[config.mk]
export PLATFORM = sky130hd
export DESIGN_NAME = seg_scan_decoder
export DESIGN_NICKNAME = d
export VERILOG_FILES = /design/src/rtl/seg_scan_decoder.sv
export SDC_FILE = /design/constraint.sdc
export NUM_CORES = 1
export LEC_CHECK = 0
export BUFFER_PORTS_ARGS = -buffer_cell sky130_fd_sc_hd__buf_2
export CAP_MARGIN = 25
export CORE_MARGIN = 8
export CORE_UTILIZATION = 35
export DETAILED_ROUTE_END_ITERATION = 6
export SLEW_MARGIN = 20
export SYNTH_ARGS = -nofsm -noshare
export SYNTH_HDL_FRONTEND = slang
export SYNTH_SLANG_ARGS = --single-unit
[constraint.sdc]
create_clock -name clk -period 2.9 [get_ports clk]
set_input_delay 0 -clock clk [delete_from_list [all_inputs] [get_ports clk]]
set_output_delay 0 -clock clk [all_outputs]
set_load 0.02 [all_outputs]
[src/rtl/seg_scan_decoder.sv]
// Read-back decoder for a 4-digit multiplexed 7-segment bus.
// Rebuilds nibbles, decimal points and blank/error flags per scan frame.
module seg_scan_decoder #(
  parameter int SETTLE  = 4,
  parameter int TIMEOUT = 65535
) (
  input  logic        clk,
  input  logic        rst_n,
  input  logic [7:0]  seg,
  input  logic [3:0]  way,
  output logic [15:0] digits,
  output logic [3:0]  dps,
  output logic [3:0]  blank,
  output logic [3:0]  glyph_err,
  output logic        frame_valid,
  output logic        scan_timeout
);

  localparam int CW = (SETTLE > 1) ? $clog2(SETTLE) : 1;
  localparam logic [CW-1:0] CMAX = CW'(SETTLE - 1);
  localparam logic [15:0] TMAX = 16'(TIMEOUT);

  typedef enum logic [1:0] {WAIT3, GOT3, GOT2, GOT1} state_t;

  typedef struct packed {
    logic [3:0] nib;
    logic       dp;
    logic       blank;
    logic       err;
  } glyph_t;

  function automatic glyph_t decode(input logic [7:0] s);
    glyph_t g;
    g = '0;
    g.dp = s[0];
    case (s[7:1])
      7'b1111110: g.nib = 4'h0;
      7'b0110000: g.nib = 4'h1;
      7'b1101101: g.nib = 4'h2;
      7'b1111001: g.nib = 4'h3;
      7'b0110011: g.nib = 4'h4;
      7'b1011011: g.nib = 4'h5;
      7'b1011111: g.nib = 4'h6;
      7'b1110000: g.nib = 4'h7;
      7'b1111111: g.nib = 4'h8;
      7'b1111011: g.nib = 4'h9;
      7'b1110011: g.nib = 4'h9;
      7'b1110111: g.nib = 4'hA;
      7'b0011111: g.nib = 4'hB;
      7'b1001110: g.nib = 4'hC;
      7'b0111101: g.nib = 4'hD;
      7'b1001111: g.nib = 4'hE;
      7'b1000111: g.nib = 4'hF;
      7'b0000000: g.blank = 1'b1;
      default:    g.err = 1'b1;
    endcase
    return g;
  endfunction

  logic [7:0]    seg_m, seg_s;
  logic [3:0]    way_m, way_s;
  logic [11:0]   s_prev;
  logic [CW-1:0] cnt, cnt_nx;
  logic [15:0]   tcnt;
  state_t        state, state_nx;
  glyph_t        sh3, sh2, sh1, cur;
  logic          onecold, same, capture, store, publish;
  logic [1:0]    idx;

  always_comb begin
    onecold = (way_s == 4'b0111) || (way_s == 4'b1011) ||
              (way_s == 4'b1101) || (way_s == 4'b1110);
    same = ({way_s, seg_s} == s_prev);
    cnt_nx = '0;
    if (same && onecold)
      cnt_nx = (cnt == CMAX) ? cnt : cnt + 1'b1;
    // fire once per stable sample: on reaching CMAX, not while parked there
    capture = onecold && (cnt_nx == CMAX) && (!same || cnt != CMAX);
    idx = 2'd0;
    case (1'b1)
      !way_s[3]: idx = 2'd3;
      !way_s[2]: idx = 2'd2;
      !way_s[1]: idx = 2'd1;
      default:   idx = 2'd0;
    endcase
    cur = decode(seg_s);
  end

  always_comb begin
    state_nx = state;
    store = 1'b0;
    publish = 1'b0;
    if (capture) begin
      state_nx = WAIT3;
      if (idx == 2'd3) begin
        state_nx = GOT3;
        store = 1'b1;
      end else if (state == GOT3 && idx == 2'd2) begin
        state_nx = GOT2;
        store = 1'b1;
      end else if (state == GOT2 && idx == 2'd1) begin
        state_nx = GOT1;
        store = 1'b1;
      end else if (state == GOT1 && idx == 2'd0) begin
        publish = 1'b1;
      end
    end else if (tcnt == TMAX) begin
      state_nx = WAIT3;
    end
  end

  always_ff @(posedge clk or negedge rst_n) begin
    if (!rst_n) begin
      seg_m  <= '0;
      seg_s  <= '0;
      way_m  <= '0;
      way_s  <= '0;
      s_prev <= '0;
      cnt    <= '0;
      tcnt   <= '0;
      state  <= WAIT3;
    end else begin
      seg_m  <= seg;
      seg_s  <= seg_m;
      way_m  <= way;
      way_s  <= way_m;
      s_prev <= {way_s, seg_s};
      cnt    <= cnt_nx;
      state  <= state_nx;
      if (capture)
        tcnt <= '0;
      else if (tcnt != TMAX)
        tcnt <= tcnt + 16'd1;
    end
  end

  always_ff @(posedge clk or negedge rst_n) begin
    if (!rst_n) begin
      sh3         <= '0;
      sh2         <= '0;
      sh1         <= '0;
      digits      <= '0;
      dps         <= '0;
      blank       <= '0;
      glyph_err   <= '0;
      frame_valid <= 1'b0;
    end else begin
      frame_valid <= publish;
      if (store) begin
        case (idx)
          2'd3:    sh3 <= cur;
          2'd2:    sh2 <= cur;
          default: sh1 <= cur;
        endcase
      end
      if (publish) begin
        digits    <= {sh3.nib, sh2.nib, sh1.nib, cur.nib};
        dps       <= {sh3.dp, sh2.dp, sh1.dp, cur.dp};
        blank     <= {sh3.blank, sh2.blank, sh1.blank, cur.blank};
        glyph_err <= {sh3.err, sh2.err, sh1.err, cur.err};
      end
    end
  end

  assign scan_timeout = (tcnt == TMAX);

endmodule
* Word level (Yosys, flattened, before mapping)
Index checks and enable logic that the tools add are counted.
** Word-level totals
- Input port bits :: 14
- Flip-flop bits (word level) :: 106
- Output and inout port bits :: 30
- Word-level logic and storage cells :: 106
** Operators by class
- Add/sub/neg operators :: 2
- Eq/ne operators :: 33
- Bitwise gates (word level) :: 1
- Muxes and demuxes :: 24
- Reductions and logical operators :: 21
** Operators with widths (number)
- $eq A7 B7 Y1 const B :: 13
- $pmux W4 S15 :: 1
- $mux W16 :: 2
- $eq A7 B6 Y1 const B :: 3
- $mux W2 :: 9
- $reduce_or A18 Y1 :: 1
- $add A16 B1 Y16 const B :: 1
- $eq A16 B16 Y1 const B :: 1
- $ne A16 B16 Y1 const B :: 1
- $eq A12 B12 Y1 :: 1
- $eq A2 B2 Y1 const B :: 6
- $eq A4 B4 Y1 const B :: 3
- $mux W1 :: 12
- $eq A7 B5 Y1 const B :: 1
- $logic_not A7 Y1 :: 1
- $logic_and A1 B1 Y1 :: 6
- $reduce_and A2 Y1 :: 3
- $eq A2 B1 Y1 const B :: 2
- $eq A4 B3 Y1 const B :: 1
- $logic_or A1 B1 Y1 :: 4
- $reduce_bool A2 Y1 :: 2
- $reduce_or A2 Y1 :: 2
- $add A2 B1 Y2 const B :: 1
- $logic_not A2 Y1 :: 1
- 3 further kinds :: 3

* Longest topological paths before layout
Gate-level depths: netlist (run 1).
- Word-level depth :: 11
- Gate-level depth with buffers :: 8
- Depth with buffers taken out :: 6

* Worst setup path after synthesis (run 1)
OpenSTA, ideal clock, no wires.
- Path kind :: register to register
- Start point :: register way_s[3]
- End point :: register digits[0]
- Path slack :: 416 ps
- Data arrival time :: 2359 ps
- Period minus slack after synthesis :: 2484 ps
- Buffers on the path :: 2
- Setup time :: 125 ps
- Data required time :: 2775 ps
- Stages on the path, launching flop included :: 8
- Path through :: dfrtp_1 > buf_6 > xor2_1 > nor4_1 > nand4_1 > nor4_4 > buf_6 > mux2_2
** On the way
- Cells in the longest elaborated chain, start to end :: 10
- Elaborated cells between the ends (all ways) :: 28
- Those cells by class :: 9 x eq/ne; 7 x mux; 12 x reduce/logical
** Ends and longest elaborated chain
- start: declaration :: line 61 : logic [3:0] way_m, way_s;
- start signal: assignment :: line 126 : way_s <= way_m;
- $eq A4 B3 Y1 or $eq A4 B4 Y1 (tied branches) :: line 71 : onecold = (way_s == 4'b0111) || (way_s == 4'b1011) ||
- $logic_or A1 B1 Y1 (2 in series) :: line 71
- $logic_or A1 B1 Y1 :: line 72 : (way_s == 4'b1101) || (way_s == 4'b1110);
- $logic_and A1 B1 Y1 :: line 75 : if (same && onecold)
- $mux W2 :: line 75
- $eq A2 B2 Y1 :: line 78 : capture = onecold && (cnt_nx == CMAX) && (!same || cnt != CMAX);
- $logic_and A1 B1 Y1 (2 in series) :: line 78
- $mux W1 (*) :: line 93 : if (capture) begin
- end signal: assignment :: line 157 : digits <= {sh3.nib, sh2.nib, sh1.nib, cur.nib};
- end: declaration :: line 11 : output logic [15:0] digits,
Mark *: on every way between the ends. The rest lies on a longest branch, timed or not.
A chain may end at the register's enable or synchronous reset.

* Worst setup path after layout (run 1)
- Start point :: register seg_s[1]
- End point :: register digits[10]
** On the way
- Cells in the longest elaborated chain, start to end :: 7
- Elaborated cells between the ends (all ways) :: 9
- Those cells by class :: 2 x eq/ne; 2 x mux; 5 x reduce/logical
** Ends and longest elaborated chain
- start: declaration :: line 60 : logic [7:0] seg_m, seg_s;
- start signal: assignment :: line 124 : seg_s <= seg_m;
- $eq A12 B12 Y1 (*) :: line 73 : same = ({way_s, seg_s} == s_prev);
- $logic_and A1 B1 Y1 :: line 75
- $mux W2 :: line 75
- $eq A2 B2 Y1 :: line 78
- $logic_and A1 B1 Y1 :: line 78
- $logic_and A1 B1 Y1 (*) :: line 78
- $mux W1 (*) :: line 93
Marks and branches as above.

==> results.md, run 1 <==
- Outcome: completed
- Antenna violations before repair: 0
- I/O pins: 44
- Post-Route WL: 8300 microns
- Clock-pin slew on the worst setup and hold paths: 0.07 ns
- Clock Tree Root: clkbuf_16
- Worst setup EP type: flop
- Synth Instances: 340
- Num CTS Buffers: 9
- HPWL after detailed placement: 5600 microns
- Pin count of the biggest net entering global routing: 56
- Number of H-tree levels: 3
- Clk sinks: 106
- Top_reg_cell synth: dfrtp_1
- DP Worst Slack: 0.257 ns
- Largest delay share family, worst path: simple AND/OR/NAND/NOR gates
- Setup TNS: 0 ns
- Final Hold Vio Count: 0
- Initial core utilization: 35.3%
- Die width: 128 microns
- Worst slew pin tran: 0.903 ns
- Buf+Inv Stages, Crit Path: 1
- CP required: 3.13 ns
- Static Leak: 2.49 nW
- Mapped Avg Cell Area: 12.9 sq um
- Final setup margin: 0.264 ns
- Gpl congestion: 0.799
- Buffer count from post-CTS setup fixing: 0
- Vias: 2773
- Busiest grt layer: met2
- Max Clk Rate: 0.379 GHz
- RSZ-0062 raised after global routing: false
- Peak supply drop: 310 uV
- Die Area: 16400 sq um
- Fin cells: 580
- Crit-path cells: xor2_1 -> nor4_1 -> nand4_1 -> nor4_4 -> buf_12 -> mux2_2
- Worst R2R Path Depth: 6
- Final Slew Violations: 0
- Register area share after synthesis: 60.5%
- Max cap viols: 0
- Reg2Reg Capture Point: digits[10]
- GRT Overall Usage: 11.4%
- Commonest non-fill, non-tap cells in the layout: 106 x dfrtp_1, 48 x mux2_2, 42 x buf_2, 27 x nor2_1, 17 x nand2_1
- Inserted Diodes: 0
- Reg-to-reg slack, setup: 0.26 ns
- First-pass iteration count of the detailed router: 4
- Setup violators final: 0
- Vias in the first global route: 2909
- Drt wl/cell: 14.3 microns
- Post-synth cell types: 50
- DR iter-0 viols: 257
- Global-route wire length before repair: 14700 microns
- CP peak stage delay: 0.56 ns
- Min Hold Slack: 0.222 ns
- Area delta synth->final: 20.4%
- Longest Clk Path Bufs: 2
- Crit share post-route: 90.9%
- Worst hold path type: in2async
- Startpoint Class: flop
- Core area: 12400 sq um
- Met2 Track Usage GR: 17.7%
- DR vias/cell: 4.78
- Critical path arrival: 2.87 ns
- Remaining antenna violation count after routing: 0
- Clock Skew: 0.00627 ns
- Critical path's slowest cell: dfrtp_1
- DP Cell Count: 551
- Post-Synthesis Cell Area: 4390 sq um
- Synth async-reset ratio: 100%
- GR Util met1: 14.2%
- Commonest non-fill, non-tap cell in the layout: dfrtp_1
- Slew HR: 39.0%
- Min Clock Period, post-route: 2.64 ns
- DRC: 0
- Setup Crit Path Kind: reg2reg
- Share of cells above drive strength 1: 31.1%
- # rows: 41
- Chip height: 128 microns
- Flops & latches, synth: 106
- P per Cell Area: 546 nW/um^2
- Post-synth EDFFs: 0
- Synthesis warning total: 0
- Mapped Nets: 355
- Grt ovf: 0
- Worst-path fanout max: 28
- TritonCTS clock tree: done
- Resized Gates After CTS: 0
- Clk_lat worst skew: 0.35 ns
- Total power: 2.88 mW
- Final #Nets: 418
- Met3 Track Usage GR: 4.08%
- Port Buf Inserts: 43
- RR Startpoint: seg_s[1]
==> synthesized netlist by cell type (3+ instances only) <==
| cell | number | share of area, % |
|---|---|---|
| nand2_1 | 17 | 1.5 |
| o21ai_0 | 6 | 0.68 |
| xor2_1 | 16 | 3.2 |
| and2_1 | 3 | 0.43 |
| inv_1 | 4 | 0.34 |
| nand2b_1 | 3 | 0.43 |
| xnor2_1 | 6 | 1.2 |
| o2111ai_1 | 5 | 1.0 |
| dfrtp_1 | 106 | 60 |
| nor2_1 | 27 | 2.3 |
| nor3_1 | 7 | 0.80 |
| a21oi_1 | 7 | 0.80 |
| clkbuf_1 | 11 | 0.94 |
| buf_6 | 3 | 0.77 |
| mux2i_1 | 5 | 1.1 |
| and4_1 | 4 | 0.80 |
| mux2_2 | 48 | 12 |
| nand3_1 | 7 | 0.80 |
| nand4_1 | 6 | 0.86 |
| or2_2 | 3 | 0.43 |
| o211ai_1 | 5 | 0.86 |
| nor4_1 | 3 | 0.43 |
| and3_1 | 4 | 0.57 |
==> state kept, by name, summed over array words and instances (netlist names), 7 cells and up <==
| register | flops |
|---|---|
| sh2 | 7 |
| s_prev | 12 |
| sh1 | 7 |
| digits | 16 |
| tcnt | 16 |
| seg_s | 8 |
| sh3 | 7 |
| seg_m | 8 |
==> metrics by stage <==
stage	area [sq um]	util (%)
2_1_floorplan	4390	-
3_3_place_gp	4840	39.0
3_5_place_dp	4840	39.0
4_1_cts	5280	42.5
5_1_grt	5280	42.5
6_report	5280	42.5
==> worst reg2reg max path: cells and delay by family, from the launching register on <==
kind | cells | cell delay [ns]
DFF | 1 | 0.56
buffers and inverters | 1 | 0.24
xor gates and xnor gates | 1 | 0.24
muxes | 1 | 0.37
and+or+nand+nor | 3 | 1.10
==> layer usage <==
layer | vias up | part of all wire [%]
met5 | - | 0
met4 | 0 | 1.7
met3 | 12 | 4.2
met1 | 1368 | 47
met2 | 50 | 47
li1 | 1343 | -
==> where the power goes <==
| group | leakage (nW) | switching [mW] | internal [mW] |
|---|---|---|---|
| registers | 1.38 | 0.0300 | 1.50 |
| logic | 0.956 | 0.0591 | 0.0478 |
| clock network | 0.147 | 0.561 | 0.683 |
==> kinds of logic (layout without fill, tap and decap cells) <==
group / Yosys count / count (layout) / synth area share (%)
buf+inv: 18 / 86 / 2.05
fa+ha+maj: 1 / 1 / 0.285
xor+xnor: 22 / 22 / 4.39
compound gates: 38 / 38 / 6.11
flops: 106 / 106 / 60.5
mux: 54 / 54 / 13.7
simple gates: 101 / 101 / 13.0
==> what timing repair did <==
item | in CTS | in global routing
hold buffers | 13 | 0
endpoints found under the hold margin | 63 | 0
endpoints found under the setup margin | 0 | 0
==> worst max-delay path by stage <==
stage	startpoint	end	slack, ns	depth (start not counted)
floorplan	way_s[3]	digits[0]	0.42	7
global placement	seg_s[1]	digits[3]	0.37	6
detailed placement	seg_s[1]	digits[10]	0.26	6
CTS	seg_s[1]	digits[10]	0.24	6
global route	seg_s[1]	digits[10]	0.03	6
finish	seg_s[1]	digits[10]	0.26	6
==> area by class of cell <==
class | count | area, sq um
Clock buffer | 9 | 225
Clock inverter | 7 | 81.3
Fill cell | 1193 | 7130
Inverter | 4 | 15.0
Multi-Input combinational cell | 216 | 1640
Sequential cell | 106 | 2650
Tap cell | 172 | 215
Timing Repair Buffer | 66 | 448
No activity file was read; power rests on OpenSTA's default activity.
==> run 2, diff against run 1 <==
--- a/config.mk
+++ b/config.mk
@@ -10,6 +10,7 @@
 export CORE_MARGIN = 8
 export CORE_UTILIZATION = 35
 export DETAILED_ROUTE_END_ITERATION = 6
+export MAX_ROUTING_LAYER = met4
 export SLEW_MARGIN = 20
 export SYNTH_ARGS = -nofsm -noshare
 export SYNTH_HDL_FRONTEND = slang
==> constraint.sdc (replaced) <==
create_clock -name clk -period 3.4 [get_ports clk]
set_input_delay 0 -clock clk [delete_from_list [all_inputs] [get_ports clk]]
set_output_delay 0 -clock clk [all_outputs]
set_load 0.02 [all_outputs]
==> run 2 against run 1 <==
  * Critical path depth is the same
  * Core utilization shrank 0.69 points
  * Hold slack lost 0.081 ns
  * First-iteration DRC count shrank 27%
  * Critical path type unchanged
  * Clock power shrank 24%
  * Non-clock buffer count shrank 3
  * Count of clock-buffer cells in the layout grew 1
  * Critical endpoint is now digits[8]
  * Via count shrank 0.54%
  * Combinational power shrank 21%
==> results.md, run 2 (same netlist as run 1, synthesis figures left out) <==
- Outcome: completed
- Critical path arrival: 2.88 ns
- Post-Route WL: 7940 microns
- Total power: 2.33 mW
- Max cap viols: 0
- Crit share post-route: 78.0%
- DRC: 0
- Worst slew pin tran: 0.886 ns
- CP peak stage delay: 0.54 ns
- Max Clk Rate: 0.377 GHz
- Clk_lat worst skew: 0.34 ns
- Initial core utilization: 35.3%
- Static Leak: 2.45 nW
- Slew HR: 40.1%
- Worst hold path type: in2async
- Vias in the first global route: 2852
- Startpoint Class: flop
- Remaining antenna violation count after routing: 0
- I/O pins: 44
- Final setup margin: 0.747 ns
- Worst setup EP type: flop
- Buffer count from post-CTS setup fixing: 0
- Peak supply drop: 240 uV
- Buf+Inv Stages, Crit Path: 1
- Pin count of the biggest net entering global routing: 42
- Inserted Diodes: 0
- Commonest non-fill, non-tap cells in the layout: 106 x dfrtp_1, 48 x mux2_2, 42 x buf_2, 27 x nor2_1, 17 x nand2_1
- HPWL after detailed placement: 5450 microns
- Post-route cell area: 5190 sq um
- Top Registers: digits: 16 flops, tcnt: 16 flops, s_prev: 12 flops
- Number of H-tree levels: 3
- Gpl congestion: 0.801
- Port Buf Inserts: 43
- First-pass iteration count of the detailed router: 4
- DR vias/cell: 4.79
- Die width: 128 microns
- Crit-path cells: xor2_1 -> nor4_1 -> nand4_1 -> nor4_4 -> buf_4 -> mux2_2
- Largest delay share family, worst path: simple AND/OR/NAND/NOR gates
- Clock Skew: 0.00557 ns
- Chip height: 128 microns
- # rows: 41
- CP required: 3.63 ns
- RSZ-0062 raised after global routing: false
- Min Clock Period, post-route: 2.65 ns
- Global-route wire length before repair: 14000 microns
- DR iter-0 viols: 187
- Area delta synth->final: 18.5%
- Clock-pin slew on the worst setup and hold paths: 0.07 ns
- Final Slew Violations: 0
- Final Hold Vio Count: 0
- Grt ovf: 0
- Drt wl/cell: 13.8 microns
- Worst-path fanout max: 28
- TritonCTS clock tree: done
- Final #Nets: 415
- GRT Overall Usage: 10.9%
- Critical path's slowest cell: dfrtp_1
- Setup Crit Path Kind: reg2reg
- Share of cells above drive strength 1: 30.2%
- DP Worst Slack: 0.739 ns
- RR Startpoint: seg_s[1]
- P per Cell Area: 449 nW/um^2
- Die Area: 16400 sq um
- Num CTS Buffers: 9
- Longest Clk Path Bufs: 2
- Core area: 12400 sq um
- Clk sinks: 106
- Clock Tree Root: clkbuf_16
- Setup TNS: 0 ns
- Placed cell area: 4800 sq um
- Antenna violations before repair: 0
- Setup violators final: 0
- Critical Path Start: seg_s[1]
- Commonest non-fill, non-tap cell in the layout: dfrtp_1
- Vias: 2758
## run 2: worst paths after layout
path	to	slack [ns]	cells after the start
worst max-delay path	digits[8]	0.75	6
worst min-delay path	tcnt[9]	0.14	2
worst max register to register	digits[8]	0.75	6
worst min register to register	seg_s[2]	0.35	0
max in group asynchronous	digits[7]	2.40	3
min in group clk	seg_m[3]	0.29	2
## run 2: where the power goes
part,internal (mW),total [mW],switching [mW]
clock,0.498,0.937,0.440
sequential,1.28,1.31,0.0298
combinational,0.0383,0.0840,0.0456
total,1.82,2.33,0.515
## run 2: layout make-up
type	instances	area (sq um)
inverters	4	15.0
clock buffers	10	229
multi-input cells	216	1640
fillers	1178	7220
well taps	172	215
flip-flops and latches	106	2650
clock inverters	5	40.0
repair buffers	63	400
## run 2: worst register-to-register path: cells and delay by family (launching register included)
family	cells	cell delay, ns
buffers and inverters	1	0.39
AND/OR/NAND/NOR	3	0.97
flip-flops	1	0.54
XOR/XNOR	1	0.23
multiplexers	1	0.41
## run 2: metrics by stage
stage               util (%)  cells  hold WS, ns
finish                  41.8    576        0.141
detailed placement      38.6    548      -0.0208
global placement        38.6    548      -0.0311
CTS                     41.8    576        0.157
floorplan                  -    340       -0.296
global route            41.8    576        0.189
## run 2: routing by layer
layer  up-vias  wire, microns  global-route usage (%)
met5         -              0                       -
met4         0            122                    4.06
met3        10            223                    2.83
met2        45           3750                    17.0
met1      1367           3840                    13.4
li1       1336              -                       -
## run 2: what timing repair did
item / 4_1_cts / 5_1_grt
endpoints found under the hold margin: 45 / 0
hold buffers: 13 / 0
endpoints found under the setup margin: 0 / 0
gates resized for setup: 0 / 0
==> run 3, diff against run 2 <==
==> constraint.sdc (replaced) <==
create_clock -name clk -period 2.38 [get_ports clk]
set_input_delay 0 -clock clk [delete_from_list [all_inputs] [get_ports clk]]
set_output_delay 0 -clock clk [all_outputs]
set_load 0.02 [all_outputs]
==> run 3 against run 2 <==
  * Non-clock buffer count up 15
  * Core utilization up 1.8 points
  * Global-route usage up 0.34 points
  * Fmax up 15%
  * First-iteration DRC count up 15%
==> results.md, run 3 (same netlist as run 1, synthesis figures left out) <==
- Outcome: completed
- Worst hold path type: in2async
- Die width: 128 microns
- HPWL after detailed placement: 5720 microns
- Register area: 2650 sq um
- Reg-to-reg slack, setup: 0.08 ns
- Crit share post-route: 96.7%
- Commonest non-fill, non-tap cells in the layout: 106 x dfrtp_1, 48 x mux2_2, 42 x buf_2, 27 x nor2_1, 20 x buf_4
- Setup Crit Path Kind: reg2reg
- Final Slew Violations: 0
- Clk sinks: 106
- Slew HR: 61.0%
- Antenna violations before repair: 0
- TritonCTS clock tree: done
- RR Startpoint: s_prev[9]
- Critical Path Start: s_prev[9]
- Die Area: 16400 sq um
- DP Cell Count: 563
- Core area: 12400 sq um
- CP required: 2.61 ns
- Max Clk Rate: 0.434 GHz
- DR vias/cell: 4.75
- Worst setup EP type: flop
- I/O pins: 44
- Static Leak: 2.55 nW
- Clk_lat worst skew: 0.34 ns
- Final #Nets: 430
- Drt wl/cell: 14.2 microns
- Initial core utilization: 35.3%
- Fill cell total of the finished layout: 1188
- Total power: 3.51 mW
- Chip height: 128 microns
- Min Clock Period, post-route: 2.30 ns
- Clock-pin slew on the worst setup and hold paths: 0.07 ns
- Max cap viols: 0
- Grt ovf: 0
- Global-route wire length before repair: 14300 microns
- Gpl congestion: 0.793
- Worst-path fanout max: 28
- Clock Tree Root: clkbuf_16
- Startpoint Class: flop
- P per Cell Area: 648 nW/um^2
- Setup TNS: 0 ns
- Buffer count from post-CTS setup fixing: 0
- Worst R2R Path Depth: 6
- DR iter-0 viols: 215
- Post-Route WL: 8410 microns
- Worst slew pin tran: 0.586 ns
- Share of cells above drive strength 1: 33.8%
- Vias in the first global route: 2890
- RSZ-0062 raised after global routing: true
- First-pass iteration count of the detailed router: 5
- Top Registers: digits: 16 flops, tcnt: 16 flops, s_prev: 12 flops
- # rows: 41
- Peak supply drop: 289 uV
- Longest Clk Path Bufs: 2
- Remaining antenna violation count after routing: 0
- Num CTS Buffers: 9
- Min Hold Slack: 0.208 ns
- GRT Overall Usage: 11.2%
- Clock Skew: 0.0102 ns
- Commonest non-fill, non-tap cell in the layout: dfrtp_1
- Setup violators final: 0
- DRC: 0
- Pin count of the biggest net entering global routing: 63
- Final Hold Vio Count: 0
- Number of H-tree levels: 3
- Fin cells: 592
- Area delta synth->final: 23.5%
- Port Buf Inserts: 43
- Inserted Diodes: 0
- Vias: 2812
- Fin util: 43.6%
- Area occupied by multi-input gates: 1680 sq um
- Critical path arrival: 2.53 ns
[run 3: final timing paths]
check | to
hold reg to reg | seg_s[5]
max in group asynchronous | s_prev[5]
setup / recovery | digits[13]
min in group clk | way_m[3]
hold / removal | dps[3]
setup reg to reg | digits[13]
[run 3: per-stage QoR]
step / cell area, sq um / setup slack [ns]
floorplan: 4390 / -0.0558
global placement: 4950 / 0.0959
detailed placement: 4950 / 0.0798
CTS: 5380 / 0.0580
global route: 5410 / -0.00433
finish: 5410 / 0.0777
[run 3: layout make-up]
| class | count | share of cell area [%] |
|---|---|---|
| clock inverter | 5 | 1.13 |
| timing repair buffer | 78 | 10.2 |
| sequential | 106 | 49.0 |
| clock buffer | 11 | 4.48 |
| inverter | 4 | 0.277 |
| multi-input combinational | 216 | 31.0 |
| tap | 172 | 3.98 |
[run 3: critical path: stages, from the launching register on]
cell and delay, ns:
dfrtp_1 0.40, or4_4 0.56, a21oi_4 0.20, o21ai_4 0.10, nor4_4 0.32, buf_12 0.23, mux2_2 0.36
[run 3: routing by layer]
metal  share of wire (%)  wire length (microns)  vias to the layer above  global-route usage, %
li1                    -                      -                     1370                      -
met1                  48                   4030                     1396                   14.3
met2                  48                   4010                       38                   17.1
met3                 3.0                    249                        8                   2.83
met4                 1.3                    108                        0                   3.78
met5                   0                      0                        -                      -
[run 3: power breakdown]
part,switching (mW),total [mW],internal (mW)
clock network,0.640,1.49,0.852
registers,0.0178,1.85,1.83
logic,0.0995,0.169,0.0698
[run 3: repair_timing]
action,CTS,global route
gates resized for setup,0,5
hold buffers,13,0
endpoints found under the hold margin,56,0
setup endpoints to repair,0,30
